[src/rtl/vga_pkg.sv]
// Shared definitions for the VGA scan controller: default 640x480@60
// timing, the test-pattern colour-bar table, the per-pixel scan bits
// carried through the read-latency delay line, and total-period helpers.
package vga_pkg;

    localparam int DEF_H_ACTIVE = 640;
    localparam int DEF_H_FP     = 16;
    localparam int DEF_H_SYNC   = 96;
    localparam int DEF_H_BP     = 48;
    localparam int DEF_V_ACTIVE = 480;
    localparam int DEF_V_FP     = 10;
    localparam int DEF_V_SYNC   = 2;
    localparam int DEF_V_BP     = 33;

    // Colour bars left to right, one {r,g,b} bit per channel:
    // white, yellow, cyan, green, magenta, red, blue, black.
    localparam logic [2:0] BAR_RGB [8] = '{
        3'b111, 3'b110, 3'b011, 3'b010, 3'b101, 3'b100, 3'b001, 3'b000
    };

    // Raw per-pixel decisions that must stay aligned with the colour data.
    typedef struct packed {
        logic act;  // inside the visible area
        logic hs;   // horizontal sync level, polarity already applied
        logic vs;   // vertical sync level, polarity already applied
    } scan_bits_t;

    function automatic int h_total(input int active, input int fp,
                                   input int sync, input int bp);
        return active + fp + sync + bp;
    endfunction

    function automatic int v_total(input int active, input int fp,
                                   input int sync, input int bp);
        return active + fp + sync + bp;
    endfunction

endpackage

[src/rtl/vga_axis_counter.sv]
// One scan axis (horizontal or vertical): counts 0..TOTAL-1 on inc,
// decodes the visible region and the sync pulse, and flags the wrap.
module vga_axis_counter
    import vga_pkg::*;
#(
    parameter int ACTIVE = DEF_H_ACTIVE,
    parameter int FP     = DEF_H_FP,
    parameter int SYNC   = DEF_H_SYNC,
    parameter int BP     = DEF_H_BP,
    parameter bit POL    = 1'b0,
    localparam int TOTAL = h_total(ACTIVE, FP, SYNC, BP),
    localparam int W     = $clog2(TOTAL)
) (
    input  logic         clk,
    input  logic         reset,
    input  logic         inc,
    output logic [W-1:0] cnt,
    output logic         active,
    output logic         sync_o,
    output logic         wrap
);

    assign active = int'(cnt) < ACTIVE;
    assign sync_o = (int'(cnt) >= ACTIVE + FP && int'(cnt) < ACTIVE + FP + SYNC)
                    ? POL : ~POL;
    assign wrap   = inc && (int'(cnt) == TOTAL - 1);

    // Position counter: advance on inc, return to 0 after the last position.
    // NOTE: state registers use non-blocking assignments so every flop samples pre-edge values.
    always_ff @(posedge clk or posedge reset) begin
        if (reset)
            cnt <= '0;
        else if (inc)
            cnt <= wrap ? '0 : cnt + 1'b1;
    end

endmodule

[src/rtl/vga_scan_ctrl.sv]
// Parametrised VGA scan controller. Divides clk down to a pixel tick and
// DAC clock, scans h/v, issues per-pixel framebuffer reads with x/y, and
// re-aligns the returned colour with sync/blank delayed by RD_LAT ticks.
// Optional feature: define VGA_TEST_PATTERN_EN to add the pat_en input,
// which replaces the colour with eight vertical colour bars.
module vga_scan_ctrl
    import vga_pkg::*;
#(
    parameter int H_ACTIVE  = DEF_H_ACTIVE,
    parameter int H_FP      = DEF_H_FP,
    parameter int H_SYNC    = DEF_H_SYNC,
    parameter int H_BP      = DEF_H_BP,
    parameter int V_ACTIVE  = DEF_V_ACTIVE,
    parameter int V_FP      = DEF_V_FP,
    parameter int V_SYNC    = DEF_V_SYNC,
    parameter int V_BP      = DEF_V_BP,
    parameter bit HSYNC_POL = 1'b0,
    parameter bit VSYNC_POL = 1'b0,
    parameter int CLK_DIV   = 2,
    parameter int COLOR_W   = 8,
    parameter int RD_LAT    = 2,
    localparam int XW = $clog2(H_ACTIVE),
    localparam int YW = $clog2(V_ACTIVE)
) (
    input  logic               clk,
    input  logic               reset,
`ifdef VGA_TEST_PATTERN_EN
    input  logic               pat_en,
`endif
    output logic               req,
    output logic [XW-1:0]      x,
    output logic [YW-1:0]      y,
    input  logic [COLOR_W-1:0] pix_r,
    input  logic [COLOR_W-1:0] pix_g,
    input  logic [COLOR_W-1:0] pix_b,
    output logic               frame_start,
    output logic [COLOR_W-1:0] R,
    output logic [COLOR_W-1:0] G,
    output logic [COLOR_W-1:0] B,
    output logic               hsync,
    output logic               vsync,
    output logic               blank,
    output logic               sync,
    output logic               clk2
);

    localparam int DW = $clog2(CLK_DIV);
    localparam int HW = $clog2(h_total(H_ACTIVE, H_FP, H_SYNC, H_BP));
    localparam int VW = $clog2(v_total(V_ACTIVE, V_FP, V_SYNC, V_BP));
    localparam scan_bits_t IDLE_BITS = '{act: 1'b0, hs: ~HSYNC_POL, vs: ~VSYNC_POL};

    logic [DW-1:0] div, div_nxt;
    logic          pix_en;
    logic [HW-1:0] h;
    logic [VW-1:0] v;
    logic          h_act, h_sync, h_wrap;
    logic          v_act, v_sync, v_wrap;
    logic          at_origin;
    scan_bits_t    raw;
    scan_bits_t    pipe [RD_LAT];
    scan_bits_t    dly;
    logic [COLOR_W-1:0] col_r, col_g, col_b;

    assign sync = 1'b0;

    // Pixel divider: tick on the last clk of each pixel.
    // NOTE: always_comb gives every output a default first so no path can infer a latch.
    always_comb begin
        pix_en  = int'(div) == CLK_DIV - 1;
        div_nxt = pix_en ? '0 : div + 1'b1;
    end

    // Divider state and registered DAC clock (low for the first half of each pixel).
    always_ff @(posedge clk or posedge reset) begin
        if (reset) begin
            div  <= '0;
            clk2 <= 1'b0;
        end else begin
            div  <= div_nxt;
            clk2 <= int'(div_nxt) >= CLK_DIV / 2;
        end
    end

    vga_axis_counter #(
        .ACTIVE(H_ACTIVE), .FP(H_FP), .SYNC(H_SYNC), .BP(H_BP), .POL(HSYNC_POL)
    ) u_h (
        .clk(clk), .reset(reset), .inc(pix_en),
        .cnt(h), .active(h_act), .sync_o(h_sync), .wrap(h_wrap)
    );

    vga_axis_counter #(
        .ACTIVE(V_ACTIVE), .FP(V_FP), .SYNC(V_SYNC), .BP(V_BP), .POL(VSYNC_POL)
    ) u_v (
        .clk(clk), .reset(reset), .inc(h_wrap),
        .cnt(v), .active(v_act), .sync_o(v_sync), .wrap(v_wrap)
    );

    assign raw = '{act: h_act & v_act, hs: h_sync, vs: v_sync};
    assign dly = pipe[RD_LAT-1];

    // Origin flag: set when the scan sits at h=0,v=0 (after reset or the frame wrap).
    always_ff @(posedge clk or posedge reset) begin
        if (reset)
            at_origin <= 1'b1;
        else if (pix_en)
            at_origin <= v_wrap;
    end

    // Read request, coordinates and frame marker, registered one clk after the tick.
    always_ff @(posedge clk or posedge reset) begin
        if (reset) begin
            req         <= 1'b0;
            x           <= '0;
            y           <= '0;
            frame_start <= 1'b0;
        end else begin
            req         <= pix_en & raw.act;
            frame_start <= pix_en & at_origin;
            if (pix_en && raw.act) begin
                x <= h[XW-1:0];
                y <= v[YW-1:0];
            end
        end
    end

`ifdef VGA_TEST_PATTERN_EN
    localparam int BAR_W = (H_ACTIVE / 8 > 0) ? H_ACTIVE / 8 : 1;
    logic [XW-1:0] xpipe [RD_LAT];
    logic [2:0]    bar;
    int            bar_i;
`endif

    // Delay line for the scan bits, matching the framebuffer read latency.
    // NOTE: the delay line is reset because its last stage feeds the outputs right after release.
    always_ff @(posedge clk or posedge reset) begin
        if (reset) begin
            for (int i = 0; i < RD_LAT; i++) begin
                pipe[i] <= IDLE_BITS;
`ifdef VGA_TEST_PATTERN_EN
                xpipe[i] <= '0;
`endif
            end
        end else if (pix_en) begin
            pipe[0] <= raw;
            for (int i = 1; i < RD_LAT; i++)
                pipe[i] <= pipe[i-1];
`ifdef VGA_TEST_PATTERN_EN
            xpipe[0] <= h[XW-1:0];
            for (int i = 1; i < RD_LAT; i++)
                xpipe[i] <= xpipe[i-1];
`endif
        end
    end

    // Colour source: framebuffer data, or the colour bars keyed on the delayed column.
    always_comb begin
        col_r = pix_r;
        col_g = pix_g;
        col_b = pix_b;
`ifdef VGA_TEST_PATTERN_EN
        bar_i = int'(xpipe[RD_LAT-1]) / BAR_W;
        bar   = (bar_i > 7) ? 3'd7 : 3'(bar_i);
        if (pat_en) begin
            col_r = {COLOR_W{BAR_RGB[bar][2]}};
            col_g = {COLOR_W{BAR_RGB[bar][1]}};
            col_b = {COLOR_W{BAR_RGB[bar][0]}};
        end
`endif
    end

    // DAC outputs: delayed sync/blank and colour gated by the delayed active bit.
    always_ff @(posedge clk or posedge reset) begin
        if (reset) begin
            R     <= '0;
            G     <= '0;
            B     <= '0;
            hsync <= ~HSYNC_POL;
            vsync <= ~VSYNC_POL;
            blank <= 1'b0;
        end else if (pix_en) begin
            hsync <= dly.hs;
            vsync <= dly.vs;
            blank <= dly.act;
            R     <= dly.act ? col_r : '0;
            G     <= dly.act ? col_g : '0;
            B     <= dly.act ? col_b : '0;
        end
    end

endmodule

[config.mk]
export PLATFORM = sky130hd
export DESIGN_NAME = vga_scan_ctrl
export DESIGN_NICKNAME = d
export VERILOG_FILES = /design/src/rtl/vga_pkg.sv /design/src/rtl/vga_axis_counter.sv /design/src/rtl/vga_scan_ctrl.sv
export SDC_FILE = /design/constraint.sdc
export NUM_CORES = 1
export LEC_CHECK = 0
export BUFFER_PORTS_ARGS = -buffer_cell sky130_fd_sc_hd__buf_4
export CORE_UTILIZATION = 36
export DETAILED_ROUTE_END_ITERATION = 8
export PLACE_DENSITY = 0.69
export SLEW_MARGIN = 20
export SYNTH_ARGS = -nofsm -noshare
export SYNTH_HDL_FRONTEND = slang
export SYNTH_SLANG_ARGS = --single-unit
export TNS_END_PERCENT = 10
[constraint.sdc]
create_clock -name clk -period 3.5 [get_ports clk]
set_input_delay 0.875 -clock clk [delete_from_list [all_inputs] [get_ports clk]]
set_output_delay 0.875 -clock clk [all_outputs]
set_load 0.005 [all_outputs]
==> qor.tcl <==
set qor(vias_per_cell) 5.08
set qor(htreeDepth) 3
set qor(final_core_occ_pct) 47.8
set qor(floorplan.io_pins) 76
set qor(hold_buffers) 0
set qor(post-route-period-util_pct) 56.4
set qor(clock-sinks) 76
set qor(worst-endpoint-required_ns) 3.78
set qor(post_cts_repair_setup_buffers) 0
set qor(clkLatencyLatePin_ns) 0.35
set qor(layout-area-overhead-vs-synth_pct) 26.1
set qor(synth.distinct_cells) 44
set qor(power.ir.vdd_worst_mv) 0.149
set qor(status) {completed}
set qor(worstReg2RegStart) {u_h.cnt[0]$_DFFE_PP0P_}
set qor(cts-buffers-inserted) 9
set qor(setup.worst_path.start) {u_h.cnt[0]$_DFFE_PP0P_}
set qor(max_freq_mhz) 507
set qor(fin_tns_setup_ns) 0
set qor(setup_violations) 0
set qor(crit_path_top_delay_cell) {and4_1}
set qor(syn_avg_cell_area_um2) 13.0
set qor(timing.hold.worst_path_depth) 1
set qor(cp_data_arrival_time_ns) 2.25
set qor(clk_pin_slew_worst_paths_ns) 0.08
set qor(power.total_uw) 1720
set qor(effective_utilization_at_floorplan_pct) 37.9
set qor(rsz_0062_raised_after_global_routing) {false}
set qor(synthesized_flop_and_latch_total) 76
set qor(worstMarginPinSlew_ns) 0.874
set qor(postSynthCellCount) 244
set qor(nNetsFinal) 347
set qor(placedCellCount) 410
set qor(crit_type) {flip-flop to flip-flop}
set qor(min_period_ns) 1.97
set qor(io_buffer_count) 74
set qor(hold_start) {blank$_DFFE_PP0P_}
set qor(grt_antenna_before_repair) 0
set qor(p_per_area_mw_per_mm2) 431
set qor(kind_of_start_point_of_the_critical_path) {flip-flop}
set qor(place_ws_ns) 1.58
set qor(timing.hold.worst.class) {flip-flop to flip-flop}
set qor(grt_overflow) 0
set qor(reg2reg_to) {u_v.cnt[0]$_DFFE_PP0N_}
set qor(reg2reg_slack_ns) 1.53
set qor(ctsResizeCount) 0
set qor(worstHoldEndpoint) {blank$_DFFE_PP0P_}
set qor(remaining_drc_errors) 0
set qor(post_route_cells_drive_above_1_share_pct) 38.9
set qor(route.final.wire_length_um) 6570
set qor(final_standard_cell_count_with_taps_included_and_fillers_excluded) 426
set qor(finalHoldViolations) 0
set qor(detailedRoute.firstIterationViolations) 70
set qor(critical_path.max_stage_delay_ns) 0.57
set qor(biggest_fanout_along_the_worst_timing_path) 14
set qor(diodes) 0
set qor(cells_along_the_critical_path) {ha_1 -> and4_1 -> and4_1 -> nand2_1 -> o21ai_0}
set qor(leakage_uw) 0.00191
set qor(wl_per_cell_um) 15.4
set qor(critical_path.most_common_cell) {and4_1}
set qor(mappedNetlistArea_mm2) 0.00318
set qor(gr-usage-all-layers_pct) 15.7
set qor(timing.max_cap.violations) 0
set qor(grt_first_pass_wirelength_um) 10700
set qor(drt_pre_antenna_iters) 4
set qor(timing.final.ws_setup_ns) 1.53
set qor(gpl.final_weighted_congestion) 0.793
set qor(buffers_from_clock_root_to_sink_at_most) 2
set qor(chip_width_um) 95.9
set qor(worst_clock_skew_ns) 0.0103
set qor(placement_rows) 33
set qor(fp.dieH_um) 95.9
set qor(detailedPlacementHpwl_um) 4640
set qor(grt_start_max_net_pins) 33
set qor(max_slew_margin_pct) 41.7
set qor(root_buffer) {clkbuf_8}
set qor(vias) 2165
set qor(die_area_mm2) 0.00920
set qor(vias_in_the_first_global_route) 2143
set qor(crit_path_end_kind) {flip-flop}
set qor(drv_slew) 0
set qor(ant_nets) 0
set qor(rr_worst_depth) 5
set qor(tritoncts) {built}
set qor(mappedNetlistNets) 275
set qor(yosysWarningCount) 0
set qor(core_region_area_mm2) 0.00838
set qor(synth_seq_area_share_pct) 60.2
-- logic make-up (layout without fill, tap and decap cells) --
logic type                 Yosys count  count (layout)  share of synthesized area (%)
AOI/OAI and AO/OA                   48              48                           11.7
xor gates and xnor gates            10              10                           2.76
adders and majority gates            5               5                           1.97
buffers and inverters               24             101                           4.26
DFF                                 76              76                           60.2
muxes                               22              22                           7.76
other                                1               1                          0.118
and+or+nand+nor                     58              58                           11.3
-- routing by layer --
layer	track usage, %	part of all wire (%)	vias to the layer above
li1	-	-	1020
met1	20.5	43	1091
met2	24.1	50	40
met3	3.79	3.5	14
met4	8.58	2.9	0
met5	0	0	-
-- report_power, final --
group	total [µW]	internal (µW)	switching, µW
Sequential	900	892	7.90
Clock	748	424	324
Combinational	76.9	44.4	32.5
Total	1720	1360	364
-- synthesized netlist by cell type --
cell type,instances,area (µm²)
o31ai_1,1,7.51
nand3_1,6,30.0
nor2b_1,1,6.26
nor4b_1,1,8.76
o21ai_1,2,10.0
dfstp_2,7,184
nand2_1,10,37.5
or4_1,2,15.0
buf_2,6,30.0
o2bb2ai_1,3,26.3
a41o_1,1,10.0
and2_1,2,12.5
nand4b_1,1,8.76
nand4_1,7,43.8
a21o_1,2,15.0
a21oi_1,3,15.0
and4b_1,2,20.0
mux2_2,21,236
xor2_1,3,26.3
xnor2_1,7,61.3
clkbuf_1,3,11.3
dfrtp_1,69,1730
conb_1,1,3.75
nand2_4,1,11.3
buf_4,2,15.0
a22o_1,26,228
inv_2,1,3.75
ha_1,5,62.6
inv_1,7,26.3
a31oi_1,1,6.26
buf_1,1,3.75
and3b_1,1,8.76
mux2i_1,1,10.0
nand2b_1,2,12.5
nor2_1,10,37.5
nand3b_1,1,7.51
o21ai_0,7,35.0
and3_1,4,25.0
buf_6,4,45.0
nand4_4,1,21.3
nor3_1,3,15.0
nor2_8,1,20.0
o22a_1,2,17.5
and4_1,2,17.5
-- area by class of cell --
cell class | count | area, µm²
sequential | 76 | 1910
timing repair buffer | 77 | 578
clock inverter | 5 | 83.8
inverter | 8 | 30.0
tap | 105 | 131
clock buffer | 11 | 141
fill | 771 | 4380
multi-input combinational | 144 | 1130
-- cells in the final DEF, fill, tap and decap left out, types with 2 or more instances in the layout --
cell type | Yosys | layout
o22a_1 | 2 | 2
bufinv_16 | 0 | 2
nand4_1 | 7 | 7
buf_4 | 2 | 77
o2bb2ai_1 | 3 | 3
and3_1 | 4 | 4
and2_1 | 2 | 2
xor2_1 | 3 | 3
a21o_1 | 2 | 2
xnor2_1 | 7 | 7
ha_1 | 5 | 5
clkinvlp_4 | 0 | 2
o21ai_0 | 7 | 7
inv_2 | 1 | 2
clkbuf_8 | 0 | 10
a21oi_1 | 3 | 3
inv_1 | 7 | 6
a22o_1 | 26 | 26
nor3_1 | 3 | 3
nor2_1 | 10 | 10
nand3_1 | 6 | 6
dfrtp_1 | 69 | 69
o21ai_1 | 2 | 2
and4b_1 | 2 | 2
or4_1 | 2 | 2
mux2_2 | 21 | 21
nand2b_1 | 2 | 2
dfstp_2 | 7 | 7
nand2_1 | 10 | 10
and4_1 | 2 | 2
-- state kept, by name, indices dropped and copies added, names as in the netlist, 3 cells and up --
name and flops:
G 8, R 8, x 10, pipe 3
u_h.cnt 10, dly 3, u_v.cnt 10, y 9
B 8
-- through the flow --
stage / area, µm² / hold slack, ns
final: 4010 / 0.483
after global routing: 4010 / 0.502
after CTS: 4010 / 0.490
after detailed placement: 3780 / 0.471
after global placement: 3780 / 0.459
after floorplan: 3180 / 0.448
-- how the worst max path moves through the flow --
| stage | endpoint | slack, ns | cells after the start |
|---|---|---|---|
| after floorplan | B[0]$_DFFE_PP0P_ | 0.70 | 1 |
| after global placement | u_v.cnt[8]$_DFFE_PP0N_ | 1.60 | 5 |
| after CTS | clk2 | 1.51 | 2 |
| after detailed placement | u_v.cnt[8]$_DFFE_PP0N_ | 1.58 | 5 |
| final | u_v.cnt[0]$_DFFE_PP0N_ | 1.53 | 5 |
| after global routing | u_v.cnt[0]$_DFFE_PP0N_ | 1.35 | 5 |
-- worst max-delay path: cells and delay by family (launching register included) --
| family | cells | cell delay (ns) |
|---|---|---|
| simple gates | 3 | 1.16 |
| flops | 1 | 0.39 |
| fa+ha+maj | 1 | 0.17 |
| compound gates | 1 | 0.18 |
(Power assumes the default switching activity.)
